$ cat src/rtl/hist_peak_builder.sv
// hist_peak_builder
//   Per-pixel coarse-bin histogram builder for the dToF pipeline. Timestamps arrive
//   interleaved pixel by pixel; after ACQ_NUM acquisitions each pixel's peak bin is
//   streamed out on a valid/ready port, then the histogram memory is cleared again.
//   Optional feature macro: HIST_PEAK_CNT_EN adds out_cnt (peak count of out_pixel).
module hist_peak_builder #(
   parameter int TS_W      = 10,
   parameter int BIN_W     = 6,
   parameter int PIXEL_NUM = 6,
   parameter int ACQ_NUM   = 2,
   parameter int CNT_W     = 8,
   localparam int PIX_W    = (PIXEL_NUM > 1) ? $clog2(PIXEL_NUM) : 1
) (
   input  logic             clk,
   input  logic             res,
   input  logic             wr_en,
   input  logic [TS_W-1:0]  data,
   output logic             in_ready,
   output logic             out_valid,
   input  logic             out_ready,
   output logic [PIX_W-1:0] out_pixel,
   output logic [BIN_W-1:0] out_bin,
`ifdef HIST_PEAK_CNT_EN
   output logic [CNT_W-1:0] out_cnt,
`endif
   output logic             frame_done,
   output logic             drop_err
);

   localparam int ACQ_W  = (ACQ_NUM > 1) ? $clog2(ACQ_NUM) : 1;
   localparam int ADDR_W = PIX_W + BIN_W;
   localparam int DEPTH  = PIXEL_NUM * (2 ** BIN_W);

   localparam logic [1:0] CLEAR = 2'd0;
   localparam logic [1:0] ACCUM = 2'd1;
   localparam logic [1:0] DRAIN = 2'd2;

   localparam logic [PIX_W-1:0]  PIX_LAST = PIX_W'(PIXEL_NUM - 1);
   localparam logic [ACQ_W-1:0]  ACQ_LAST = ACQ_W'(ACQ_NUM - 1);
   localparam logic [ADDR_W-1:0] CLR_LAST = ADDR_W'(DEPTH - 1);
   localparam logic [CNT_W-1:0]  CNT_MAX  = '1;

   logic [1:0]        state;
   logic [ADDR_W-1:0] clrAddr;
   logic [PIX_W-1:0]  pixCnt;
   logic [ACQ_W-1:0]  acqCnt;

   logic              s0Vld;
   logic              s0Last;
   logic [PIX_W-1:0]  s0Pix;
   logic [BIN_W-1:0]  s0Bin;
   logic [CNT_W-1:0]  s0Rd;

   logic              s1Vld;
   logic              s1Last;
   logic [PIX_W-1:0]  s1Pix;
   logic [BIN_W-1:0]  s1Bin;
   logic [CNT_W-1:0]  s1Old;
   logic [CNT_W-1:0]  s1New;

   logic [CNT_W-1:0]  histMem [DEPTH];
   logic [CNT_W-1:0]  maxCnt  [PIXEL_NUM];
   logic [BIN_W-1:0]  maxBin  [PIXEL_NUM];

   logic              accept;
   logic              lastAccept;
   logic              unusedData;

   assign accept     = wr_en && in_ready;
   assign lastAccept = accept && (pixCnt == PIX_LAST) && (acqCnt == ACQ_LAST);
   // Only the top BIN_W bits select a bin; the fine bits are intentionally dropped.
   assign unusedData = ^data;

   // Saturating increment in S1 and S0 read with same-address forwarding from S1
   always_comb begin
      s1New = (s1Old == CNT_MAX) ? s1Old : s1Old + 1'b1;
      if (s1Vld && (s1Pix == s0Pix) && (s1Bin == s0Bin))
         s0Rd = s1New;
      else
         s0Rd = histMem[{s0Pix, s0Bin}];
   end

   // Two-stage read-modify-write pipeline registers
   always_ff @(posedge clk or negedge res) begin
      if (!res) begin
         s0Vld  <= 1'b0;
         s0Last <= 1'b0;
         s0Pix  <= '0;
         s0Bin  <= '0;
         s1Vld  <= 1'b0;
         s1Last <= 1'b0;
         s1Pix  <= '0;
         s1Bin  <= '0;
         s1Old  <= '0;
      end else begin
         s0Vld  <= accept;
         s0Last <= lastAccept;
         if (accept) begin
            s0Pix <= pixCnt;
            s0Bin <= data[TS_W-1 -: BIN_W];
         end
         s1Vld  <= s0Vld;
         s1Last <= s0Vld && s0Last;
         if (s0Vld) begin
            s1Pix <= s0Pix;
            s1Bin <= s0Bin;
            s1Old <= s0Rd;
         end
      end
   end

   // Histogram memory: one word zeroed per CLEAR cycle, S1 write-back during ACCUM
   always_ff @(posedge clk) begin
      if (state == CLEAR)
         histMem[clrAddr] <= '0;
      else if (s1Vld)
         histMem[{s1Pix, s1Bin}] <= s1New;
   end

   // Per-pixel peak tracking; strict compare keeps the bin that reached a count first
   always_ff @(posedge clk) begin
      if (state == CLEAR) begin
         for (int unsigned i = 0; i < PIXEL_NUM; i++) begin
            maxCnt[i] <= '0;
            maxBin[i] <= '0;
         end
      end else if (s1Vld && (s1New > maxCnt[s1Pix])) begin
         maxCnt[s1Pix] <= s1New;
         maxBin[s1Pix] <= s1Bin;
      end
   end

   // Frame control: clear sweep, sample acceptance, result drain
   always_ff @(posedge clk or negedge res) begin
      if (!res) begin
         state      <= CLEAR;
         clrAddr    <= '0;
         pixCnt     <= '0;
         acqCnt     <= '0;
         in_ready   <= 1'b0;
         out_valid  <= 1'b0;
         out_pixel  <= '0;
         out_bin    <= '0;
`ifdef HIST_PEAK_CNT_EN
         out_cnt    <= '0;
`endif
         frame_done <= 1'b0;
         drop_err   <= 1'b0;
      end else begin
         frame_done <= 1'b0;
         if (wr_en && !in_ready)
            drop_err <= 1'b1;
         case (state)
            CLEAR: begin
               clrAddr <= clrAddr + 1'b1;
               if (clrAddr == CLR_LAST) begin
                  state    <= ACCUM;
                  in_ready <= 1'b1;
                  pixCnt   <= '0;
                  acqCnt   <= '0;
               end
            end
            ACCUM: begin
               if (accept) begin
                  if (pixCnt == PIX_LAST) begin
                     pixCnt <= '0;
                     acqCnt <= acqCnt + 1'b1;
                  end else begin
                     pixCnt <= pixCnt + 1'b1;
                  end
               end
               if (lastAccept)
                  in_ready <= 1'b0;
               if (s1Vld && s1Last) begin
                  state     <= DRAIN;
                  out_pixel <= '0;
               end
            end
            DRAIN: begin
               if (!out_valid) begin
                  out_valid <= 1'b1;
                  out_bin   <= maxBin[out_pixel];
`ifdef HIST_PEAK_CNT_EN
                  out_cnt   <= maxCnt[out_pixel];
`endif
               end else if (out_ready) begin
                  if (out_pixel == PIX_LAST) begin
                     out_valid  <= 1'b0;
                     frame_done <= 1'b1;
                     state      <= CLEAR;
                     clrAddr    <= '0;
                  end else begin
                     out_pixel <= out_pixel + 1'b1;
                     out_bin   <= maxBin[out_pixel + 1'b1];
`ifdef HIST_PEAK_CNT_EN
                     out_cnt   <= maxCnt[out_pixel + 1'b1];
`endif
                  end
               end
            end
            default: begin
               state   <= CLEAR;
               clrAddr <= '0;
            end
         endcase
      end
   end

endmodule

$ cat config.mk
export PLATFORM = sky130hd
export DESIGN_NAME = hist_peak_builder
export DESIGN_NICKNAME = d
export VERILOG_FILES = /design/src/rtl/hist_peak_builder.sv
export SDC_FILE = /design/constraint.sdc
export NUM_CORES = 2
export LEC_CHECK = 0
export CAP_MARGIN = 20
export CORE_ASPECT_RATIO = 2
export CORE_MARGIN = 4
export CORE_UTILIZATION = 35
export CTS_BUF_LIST = sky130_fd_sc_hd__clkbuf_4 sky130_fd_sc_hd__clkbuf_8 sky130_fd_sc_hd__clkbuf_16
export CTS_CLUSTER_DIAMETER = 150
export DETAILED_ROUTE_END_ITERATION = 10
export HOLD_SLACK_MARGIN = 0.1
export MAX_ROUTING_LAYER = met4
export PLACE_DENSITY = 0.63
export REMOVE_ABC_BUFFERS = 1
export SLEW_MARGIN = 20
export SYNTH_ARGS = -nofsm -noshare
export SYNTH_HDL_FRONTEND = slang
export SYNTH_SLANG_ARGS = --single-unit
$ cat constraint.sdc
create_clock -name clk -period 12.9 [get_ports clk]
set_input_delay 1.935 -clock clk [delete_from_list [all_inputs] [get_ports clk]]
set_output_delay 1.935 -clock clk [all_outputs]
set_load 0.02 [all_outputs]
==> results_dict.tcl <==
set metrics [dict create \
    postCtsHoldBufs 0 \
    power.density_nw_per_um2 159 \
    post-cts-setup-buffers 0 \
    dr.first_iter.drc_count 6861 \
    ant_nets 0 \
    rrSetupSlack_ns 7.05 \
    cts_tree "done" \
    clock.fmax_ghz 0.171 \
    via_per_inst 5.60 \
    relSlewSlack_pct 10.8 \
    clock_skew_ns 0.0540 \
    combPwrFrac_pct 12.0 \
    setup_viol 0 \
    cts_max_level 4 \
    hold_ws_ns 0.474 \
    worstSetupEndpointType "flop" \
    insertion_delay_ns 0.91 \
    crit_required_ns 13.70 \
    yosysSeqAreaShare_pct 76.2 \
    netlist_top_cells_area "edfxtp_1, mux4_2, nor2_1" \
    post-route-min-period_ns 5.85 \
    worstSetupPathType "reg -> reg" \
    track_usage_pct 19.1 \
    routed_wirelength_mm 350 \
    die_y_um 861 \
    area_growth_pct 10.8 \
    cts_inserted_buffers 245 \
    syn_avg_cell_area_um2 20.5 \
    yosys.area.top_type "edfxtp_1" \
    leakage_nw 44.0 \
    grt_pass1_wl_mm 495 \
    ys_ff_latch 3242 \
    drive_above_1_share_pct 21.9 \
    fp.coreArea_um2 363000 \
    grt-ovfl-total 0 \
    clock-sinks 3242 \
    antenna_found_initial 10 \
    portBuffers 22 \
    syn-cell-area_um2 127000 \
    internal_power_mw 16.7 \
    rows 313 \
    fin_nets 6304 \
    syn_inst 6219 \
    cts_resized 0 \
    worst_pin_slew_ns 1.33 \
    critPathMaxFanout 62 \
    ys.flop_type "edfxtp_1" \
    min_path_type "reg -> reg" \
    fin_setup_tns_ns 0 \
    layout_common_cells "edfxtp_1, mux4_2, nor2_1" \
    final_common_cell "edfxtp_1" \
    wl_per_cell_um 31.2 \
    path_clk_slew_ns 0.08 \
    dr.pass1.iters 6 \
    worstPathArrival_ns 6.65 \
    via_count 62740 \
    synth-edff-count 3184 \
    clkPwrFrac_pct 35.7 \
    cts_buffer_depth 4 \
    rsz0062_at_grt "false" \
    cap_viol_max_count 0 \
    ys_warn_count 0 \
    ir_worst_vdd_mv 0.162 \
    routabilityCongestion 0.887 \
    drc 0 \
    grt_max_degree 198 \
    die_w_um 435 \
    netlist.area_leader.share_pct 75.1 \
    fin_crit_sh_pct 45.3 \
    slew_viol_final 0 \
    synth_cell_types 75 \
    grt_pass1_vias 65321 \
    seq_power_share_pct 52.4 \
    ios 27 \
    hold_viol 0 \
    p_sw_mw 5.65 \
    dieArea_um2 374000 \
    start_kind "flop" \
    clockRootBuffer "clkbuf_16" \
    start_util_pct 35.1 \
    hpwl_mm 223 \
    swShare_pct 25.2 \
    status "complete, no violations" \
    async_reset_ff_share_pct 1.79 \
]
## state kept, by name (all words and copies together) (netlist names), 2 cells and up
name and flops:
histMem 3072, maxCnt 64, maxBin 48, clrAddr 9
s1Old 8, out_bin 6, s0Bin 6, s1Bin 6
out_pixel 3, pixCnt 3, s0Pix 3, s1Pix 3
state 2
## power by group through the flow
| stage | clock (mW) | sequential (mW) | combinational (mW) |
|---|---|---|---|
| after floorplan | 0 | 12.1 | 2.16 |
| after global placement | 0 | 11.9 | 2.63 |
| after detailed placement | 0 | 12.0 | 2.66 |
| after CTS | 8.09 | 11.7 | 2.67 |
| after global routing | 8.49 | 11.7 | 2.73 |
| final | 7.98 | 11.7 | 2.68 |
## cell usage after synthesis, drive strengths merged, types with 16 or more instances
cell and number:
nand2b 16, clkbuf 157, o221ai 33, o21ai 76
nand4 19, nor2 544, buf 219, a211oi 22
a21oi 117, inv 35, a31oi 23, nand2 209
edfxtp 3184, nor2b 25, mux2i 182, nand3 44
nor3 47, a221oi 16, o22ai 64, and2 19
a22oi 128, mux2 31, dfrtp 58, mux4 769
## area by class of cell
class	count	area, um^2
Multi-Input combinational cell	2565	28100
Timing Repair Buffer	188	1630
Inverter	36	140
Tap cell	4725	5910
Fill cell	32089	222000
Antenna cell	11	27.5
Sequential cell	3242	97100
Clock inverter	157	1720
Clock buffer	287	6500
## worst max-delay path, cell delays in order, from the launching register on
cell and delay [ns]:
dfrtp_4 0.75, buf_4 0.48, buf_4 0.80, buf_4 0.89
mux2i_1 0.38, nand2_1 0.08, nand4_1 0.10, o21ai_0 0.08
nor3_1 1.02, o22ai_1 0.35, a2bb2oi_1 0.30, o31a_1 0.35
## cells by family after synthesis
logic type / Yosys count / share of synthesized area (%)
flops: 3242 / 76.2
simple gates: 988 / 3.34
mux: 982 / 15.3
compound gates: 565 / 2.99
buf+inv: 412 / 1.86
xor+xnor: 18 / 0.124
fa+ha+maj: 12 / 0.118
## layer usage
metal	vias to the layer above	wire length (um)	track usage, %
met5	-	0	-
met3	968	19900	2.04
met4	0	34600	15.2
met2	2733	185000	33.3
met1	33299	110000	19.4
li1	25740	-	-
## worst paths after layout
check	to	depth (start not counted)	from
max reg2reg	s1Old[7]	11	s0Bin[1]
min	drop_err	1	drop_err
max in group asynchronous	s0Bin[3]	2	res
max	s1Old[7]	11	s0Bin[1]
min reg2reg	drop_err	1	drop_err
min in group asynchronous	drop_err	2	res
## metrics by stage
stage | cells | power [mW] | cell area [um^2] | worst slack, ns | util, %
finish | 11211 | 22.4 | 141000 | 7.05 | 38.9
global route | 11204 | 22.9 | 141000 | 6.84 | 38.9
detailed placement | 10754 | 14.6 | 133000 | 7.11 | 36.6
CTS | 11198 | 22.5 | 141000 | 7.08 | 38.9
floorplan | 5843 | 14.3 | 125000 | -25.27 | -
global placement | 10754 | 14.6 | 133000 | 7.19 | 36.6
Power figures use the tool's default switching activity.
